--- src/rtl/step_pkg.sv ---
// Shared types for the step command sequencer: FSM state encoding,
// the queued command record and the step count width.
package step_pkg;

    localparam int STEP_COUNT_W = 31;

    typedef enum logic [2:0] {
        IDLE,
        SETUP,
        START,
        ARM,
        RUN
    } state_t;

    typedef struct packed {
        logic [31:0]             reduction;
        logic [STEP_COUNT_W-1:0] count;
        logic                    dir;
    } cmd_t;

endpackage

--- src/rtl/step_seq_if.sv ---
// Motion command valid/ready channel into the sequencer.
// master: drives cmd_valid/cmd_reduction/cmd_count/cmd_dir; slave: drives cmd_ready.
interface step_seq_if;
    import step_pkg::*;

    logic                    cmd_valid;
    logic                    cmd_ready;
    logic [31:0]             cmd_reduction;
    logic [STEP_COUNT_W-1:0] cmd_count;
    logic                    cmd_dir;

    modport master (
        output cmd_valid, cmd_reduction, cmd_count, cmd_dir,
        input  cmd_ready
    );

    modport slave (
        input  cmd_valid, cmd_reduction, cmd_count, cmd_dir,
        output cmd_ready
    );

endinterface

--- src/rtl/step_cmd_fifo.sv ---
// Single-clock command FIFO with synchronous flush (flush beats push and pop).
// Ports: clk, reset_n, flush, push/wdata, pop/rdata, full, empty, level.
module step_cmd_fifo
    import step_pkg::*;
#(
    parameter int DEPTH = 4,
    localparam int AW = $clog2(DEPTH)
) (
    input  logic        clk,
    input  logic        reset_n,
    input  logic        flush,
    input  logic        push,
    input  cmd_t        wdata,
    input  logic        pop,
    output cmd_t        rdata,
    output logic        full,
    output logic        empty,
    output logic [AW:0] level
);

    cmd_t          mem [DEPTH];
    logic [AW-1:0] wr_ptr;
    logic [AW-1:0] rd_ptr;
    logic          do_push;
    logic          do_pop;

    assign full    = (level == (AW+1)'(DEPTH));
    assign empty   = (level == '0);
    assign do_push = push && !full && !flush;
    assign do_pop  = pop && !empty && !flush;
    assign rdata   = mem[rd_ptr];

    always_ff @(posedge clk) begin
        if (do_push) mem[wr_ptr] <= wdata;
    end

    always_ff @(posedge clk or negedge reset_n) begin
        if (!reset_n) begin
            wr_ptr <= '0;
            rd_ptr <= '0;
            level  <= '0;
        end else if (flush) begin
            wr_ptr <= '0;
            rd_ptr <= '0;
            level  <= '0;
        end else begin
            if (do_push) wr_ptr <= wr_ptr + AW'(1);
            if (do_pop)  rd_ptr <= rd_ptr + AW'(1);
            unique case ({do_push, do_pop})
                2'b10:   level <= level + (AW+1)'(1);
                2'b01:   level <= level - (AW+1)'(1);
                default: level <= level;
            endcase
        end
    end

endmodule

--- src/rtl/step_seq.sv ---
// Step command sequencer: queues segments, feeds the step pulse generator
// one at a time and owns the direction output.
// Ports: clk, reset_n, cmd (slave channel), abort, gen_reduction, gen_count,
// gen_reset, gen_finish, dir, busy, seg_done, level.
// Macro STEP_SEQ_DIR_SETUP_EN: hold dir DIR_SETUP cycles before a reversed start.
module step_seq
    import step_pkg::*;
#(
    parameter int DEPTH     = 4,
    parameter int DIR_SETUP = 16,
    localparam int LW = $clog2(DEPTH) + 1
) (
    input  logic                    clk,
    input  logic                    reset_n,
    step_seq_if.slave               cmd,
    input  logic                    abort,
    output logic [31:0]             gen_reduction,
    output logic [STEP_COUNT_W-1:0] gen_count,
    output logic                    gen_reset,
    input  logic                    gen_finish,
    output logic                    dir,
    output logic                    busy,
    output logic                    seg_done,
    output logic [LW-1:0]           level
);

    localparam int SW = $clog2(DIR_SETUP + 1);

    state_t        state;
    state_t        state_nx;
    cmd_t          head;
    cmd_t          wdata;
    logic          full;
    logic          empty;
    logic          pop;
    logic          load;
    logic          flip;
    logic          parked;
    logic [SW-1:0] setup_cnt;

    assign wdata = '{reduction: cmd.cmd_reduction,
                     count:     cmd.cmd_count,
                     dir:       cmd.cmd_dir};

    step_cmd_fifo #(.DEPTH(DEPTH)) u_fifo (
        .clk     (clk),
        .reset_n (reset_n),
        .flush   (abort),
        .push    (cmd.cmd_valid),
        .wdata   (wdata),
        .pop     (pop),
        .rdata   (head),
        .full    (full),
        .empty   (empty),
        .level   (level)
    );

    assign cmd.cmd_ready = !full;
    assign gen_reset     = (state == START);
    assign busy          = (state != IDLE);

    always_ff @(posedge clk or negedge reset_n) begin
        if (!reset_n) state <= IDLE;
        else          state <= state_nx;
    end

    always_comb begin
        state_nx = state;
        pop      = 1'b0;
        load     = 1'b0;
        flip     = 1'b0;
        if (abort) begin
            // Restart the generator with count 0 to park it.
            if (state != IDLE) state_nx = START;
        end else begin
            unique case (state)
                IDLE: begin
                    if (!empty) begin
                        pop = 1'b1;
                        if (head.count != '0) begin
                            load = 1'b1;
                            if (head.dir != dir) begin
                                flip = 1'b1;
`ifdef STEP_SEQ_DIR_SETUP_EN
                                state_nx = SETUP;
`else
                                state_nx = START;
`endif
                            end else begin
                                state_nx = START;
                            end
                        end
                    end
                end
                SETUP: begin
                    if (setup_cnt == SW'(DIR_SETUP - 1)) state_nx = START;
                end
                START:   state_nx = ARM;
                ARM:     state_nx = RUN;
                RUN: begin
                    if (gen_finish) state_nx = IDLE;
                end
                default: state_nx = IDLE;
            endcase
        end
    end

    always_ff @(posedge clk or negedge reset_n) begin
        if (!reset_n) begin
            gen_reduction <= 32'd1;
            gen_count     <= '0;
            dir           <= 1'b0;
            seg_done      <= 1'b0;
            parked        <= 1'b0;
            setup_cnt     <= '0;
        end else begin
            seg_done <= !abort && (state == RUN) && gen_finish && !parked;
            if ((state == SETUP) && !abort) setup_cnt <= setup_cnt + SW'(1);
            else                             setup_cnt <= '0;
            // parked marks the run after an abort so it ends silently.
            if (abort && (state != IDLE)) begin
                gen_count <= '0;
                parked    <= 1'b1;
            end else if ((state == RUN) && gen_finish) begin
                parked <= 1'b0;
            end
            if (load) begin
                gen_reduction <= (head.reduction == '0) ? 32'd1 : head.reduction;
                gen_count     <= head.count;
            end
            if (flip) dir <= head.dir;
        end
    end

endmodule

--- src/flat_wrapper.sv ---
// flat-port wrapper written by rule: the top's interface ports become plain ports
module step_seq_flat import step_pkg::*;
#(
    parameter int DEPTH     = 4,
    parameter int DIR_SETUP = 16,
    localparam int LW = $clog2(DEPTH) + 1
)
  (clk, reset_n, abort, gen_reduction, gen_count, gen_reset, gen_finish, dir, busy, seg_done, level, cmd_cmd_valid, cmd_cmd_reduction, cmd_cmd_count, cmd_cmd_dir, cmd_cmd_ready);
  step_seq_if cmd_i ();
  input  logic clk;
  input  logic reset_n;
  input  logic abort;
  output logic [31:0] gen_reduction;
  output logic [STEP_COUNT_W-1:0] gen_count;
  output logic gen_reset;
  input  logic gen_finish;
  output logic dir;
  output logic busy;
  output logic seg_done;
  output logic [LW-1:0] level;
  input wire logic [$bits(cmd_i.cmd_valid)-1:0] cmd_cmd_valid;
  input wire logic [$bits(cmd_i.cmd_reduction)-1:0] cmd_cmd_reduction;
  input wire logic [$bits(cmd_i.cmd_count)-1:0] cmd_cmd_count;
  input wire logic [$bits(cmd_i.cmd_dir)-1:0] cmd_cmd_dir;
  output wire logic [$bits(cmd_i.cmd_ready)-1:0] cmd_cmd_ready;
  assign cmd_i.cmd_valid = cmd_cmd_valid;
  assign cmd_i.cmd_reduction = cmd_cmd_reduction;
  assign cmd_i.cmd_count = cmd_cmd_count;
  assign cmd_i.cmd_dir = cmd_cmd_dir;
  assign cmd_cmd_ready = cmd_i.cmd_ready;
  step_seq #(.DEPTH(DEPTH), .DIR_SETUP(DIR_SETUP)) u_core (.clk(clk), .reset_n(reset_n), .cmd(cmd_i), .abort(abort), .gen_reduction(gen_reduction), .gen_count(gen_count), .gen_reset(gen_reset), .gen_finish(gen_finish), .dir(dir), .busy(busy), .seg_done(seg_done), .level(level));
endmodule
--- config.mk ---
export PLATFORM = sky130hd
export DESIGN_NAME = step_seq_flat
export DESIGN_NICKNAME = d
export VERILOG_FILES = /design/src/rtl/step_pkg.sv /design/src/rtl/step_seq_if.sv /design/src/rtl/step_cmd_fifo.sv /design/src/rtl/step_seq.sv /design/src/flat_wrapper.sv
export SDC_FILE = /design/constraint.sdc
export NUM_CORES = 1
export LEC_CHECK = 0
export CORE_UTILIZATION = 45
export DETAILED_ROUTE_END_ITERATION = 10
export GPL_TIMING_DRIVEN = 0
export PLACE_DENSITY_LB_ADDON = 0.12
export REMOVE_ABC_BUFFERS = 1
export SKIP_CTS_REPAIR_TIMING = 1
export SYNTH_ARGS = -nofsm -noshare
export SYNTH_HDL_FRONTEND = slang
export SYNTH_SLANG_ARGS = --single-unit
--- constraint.sdc ---
create_clock -name clk -period 2.9 [get_ports clk]
set_input_delay 0.725 -clock clk [delete_from_list [all_inputs] [get_ports clk]]
set_output_delay 0.725 -clock clk [all_outputs]
set_load 0.02 [all_outputs]
==> summary.txt <==
critical path class: reg -> reg
flops & latches, synth: 337
max-slew violation count: 0
Global Route Usage Sum: 17.6%
Yosys Warn Count: 0
row cnt: 61
Final Wtd Congestion: 0.744
Worst Path Required: 3.29 ns
Max Cap Viol: 0
clk buf depth: 3
largest net degree at the start of global routing: 42
CP Max Fanout: 15
initial antenna violation count: 2
Pwr per Cell Area: 860 nW/um2
gr ovfl total: 0
core area: 27900 um2
P&R area growth vs syn: 29.7%
layout cells sized above 1: 24.8%
Worst-Margin Slew: 1.16 ns
Post-DP HPWL: 15.4 mm
# IOs: 140
Synth Instances: 647
Max transition margin: 22.7%
Synth cell types: 41
CTS Buf Count: 36
Leakage: 6.16 nW
IO Port Bufs: 139
starting DRC count in detailed routing: 451
R2R setup slack: -0.27 ns
Setup Skew: 0.0216 ns
failing checks: setup timing
Avg WL per Cell: 20.0 um
maximum VDD drop: 0.000482 V
Most used DFF post-synth: edfxtp_1
via count: 6505
Setup crit end kind: flop
HP Class: in -> async
DRC viols: 0
fillers: 2132
Final Cell Area: 16700 um2
Hold Vio Cnt, Final: 0
Startpoint Class: flop
register area share after synthesis: 75.7%
die footprint: 29200 um2
CP arrival: 3.56 ns
endpoints failing setup: 48
H-Tree Depth: 2
FFs w/ async S/R, synth: 24.0%
worst-case reg-to-reg path depth: 10
Clk pin slew, worst setup/hold paths: 0.06 ns
first drt pass iteration count: 6
final net count: 937
Root Buffer: clkbuf_16
global-route wire length before repair: 38.1 mm
Synth Area per Inst: 19.8 um2
Fmax achieved: 0.316 GHz
later-pin clock latency in the skew report: 0.51 ns
number of flops mapped to enable cells by yosys: 256
drt via density: 5.13
outcome: complete, but fails checks
setup ws final: -0.266 ns
setup tns final: -8.22 ns
Clock Sinks: 337
number of global-route vias before repair: 6855
Routed WL: 25.4 mm
Antenna Violating Nets Remaining: 0
Cell Area, Synth: 12800 um2
fin crit share: 109%
RSZ-0062 raised after global routing: yes
post-layout minimum cycle time: 3.17 ns
Die Width: 171 um
Initial Util: 45.9%
Placed Area: 14800 um2
CTS tree: built
chip height: 171 um
==> critical path, cell delays in order (launching register included) <==
cell and delay (ns):
dfrtp_4 0.53, buf_12 0.21, mux4_2 0.59, nor4_4 0.33, nand4_1 0.22, o211ai_1 0.31
buf_4 0.18, buf_8 0.11, buf_8 0.13, buf_8 0.14, mux2_4 0.30
==> Yosys cell counts (all sizes together), types with 4 or more instances <==
cell type  number  area, um2
mux4           64       1440
clkbuf         10       37.5
and2            4       25.0
a21oi           4       20.0
xnor2           6       52.6
mux2           33        372
nor2           16       60.1
buf            18        124
nand2          36        135
ha              6       75.1
edfxtp        256       7690
mux2i          32        320
nand4           4       25.0
inv            36        135
nor4           15       93.8
dfrtp          80       2000
==> metal layers <==
layer | up-vias | share of wire (%) | GRT usage (%) | wire [um]
met4 | 0 | 2.3 | 5.36 | 585
met5 | - | 0 | 0 | 0
met1 | 3348 | 41 | 21.7 | 10400
met3 | 40 | 5.2 | 3.75 | 1310
met2 | 163 | 52 | 30.9 | 13100
li1 | 2954 | - | - | -
==> report_power, final <==
part / internal [mW] / switching, mW
Combinational: 2.01 / 1.74
Sequential: 5.80 / 0.310
Clock: 2.69 / 1.76
==> cell type report <==
cell class	count	area, um2	share of cell area [%]
clock buffers	48	1040	6.23
repair buffers	204	2170	13.0
multi-input cells	246	2970	17.8
flip-flops and latches	337	9720	58.4
inverters	36	135	0.812
diodes	2	5.00	0.0301
well taps	378	473	2.84
clock inverters	16	140	0.842
==> stage by stage <==
step	power [mW]	worst slack (ns)	utilization, %	hold WS [ns]	cells
floorplan	8.08	-5.24	-	0.429	619
global placement	9.46	-9.11	52.0	0.442	1136
detailed placement	9.46	-1.68	53.0	0.482	1152
CTS	14.0	-1.74	57.3	0.241	1216
global route	14.9	-0.358	59.6	0.260	1266
finish	14.3	-0.266	59.6	0.225	1267
==> path summary, 6_finish.rpt <==
check | startpoint | to
max | u_core.u_fifo.rd_ptr[0] | u_core.gen_reduction[30]
min | reset_n | u_core.gen_count[20]
max reg2reg | u_core.u_fifo.rd_ptr[0] | u_core.gen_reduction[30]
min reg2reg | u_core.gen_reduction[3] | u_core.gen_reduction[3]
max in group asynchronous | reset_n | u_core.gen_reduction[0]
min in group clk | u_core.gen_reduction[3] | u_core.gen_reduction[3]
==> cells by family after synthesis <==
| kind of cell | synth area share, % |
|---|---|
| xor+xnor | 0.546 |
| buf+inv | 2.31 |
| compound gates | 0.663 |
| fa+ha+maj | 0.741 |
| flops | 75.7 |
| simple gates | 3.42 |
| mux | 16.6 |
==> cell usage in the layout (no fill, tap or decap), types with 5 or more instances in the layout <==
master / synthesis / layout
buf_16: 0 / 7
buf_4: 5 / 41
buf_6: 4 / 7
buf_8: 0 / 5
clkbuf_16: 0 / 39
clkbuf_8: 0 / 7
clkdlybuf4s50_1: 0 / 138
clkinv_2: 0 / 9
dfrtp_1: 80 / 78
edfxtp_1: 256 / 256
ha_1: 6 / 6
inv_1: 36 / 36
mux2_1: 29 / 16
mux2_4: 0 / 16
mux2i_1: 32 / 32
mux4_2: 64 / 64
nand2_1: 36 / 36
nor2_1: 16 / 16
nor4_1: 15 / 8
xnor2_1: 6 / 6
==> flip-flops by register name, indices dropped and copies added (netlist names) <==
register              count
u_core.u_fifo.wr_ptr      2
u_core.state              3
u_core.gen_count         31
u_core.dir                1
u_core.setup_cnt          5
u_core.gen_reduction     32
u_core.u_fifo.rd_ptr      2
u_core.u_fifo.level       3
u_core.seg_done           1
u_core.u_fifo.mem       256
u_core.parked             1
Note: power is estimated with default switching activity, not from simulation.
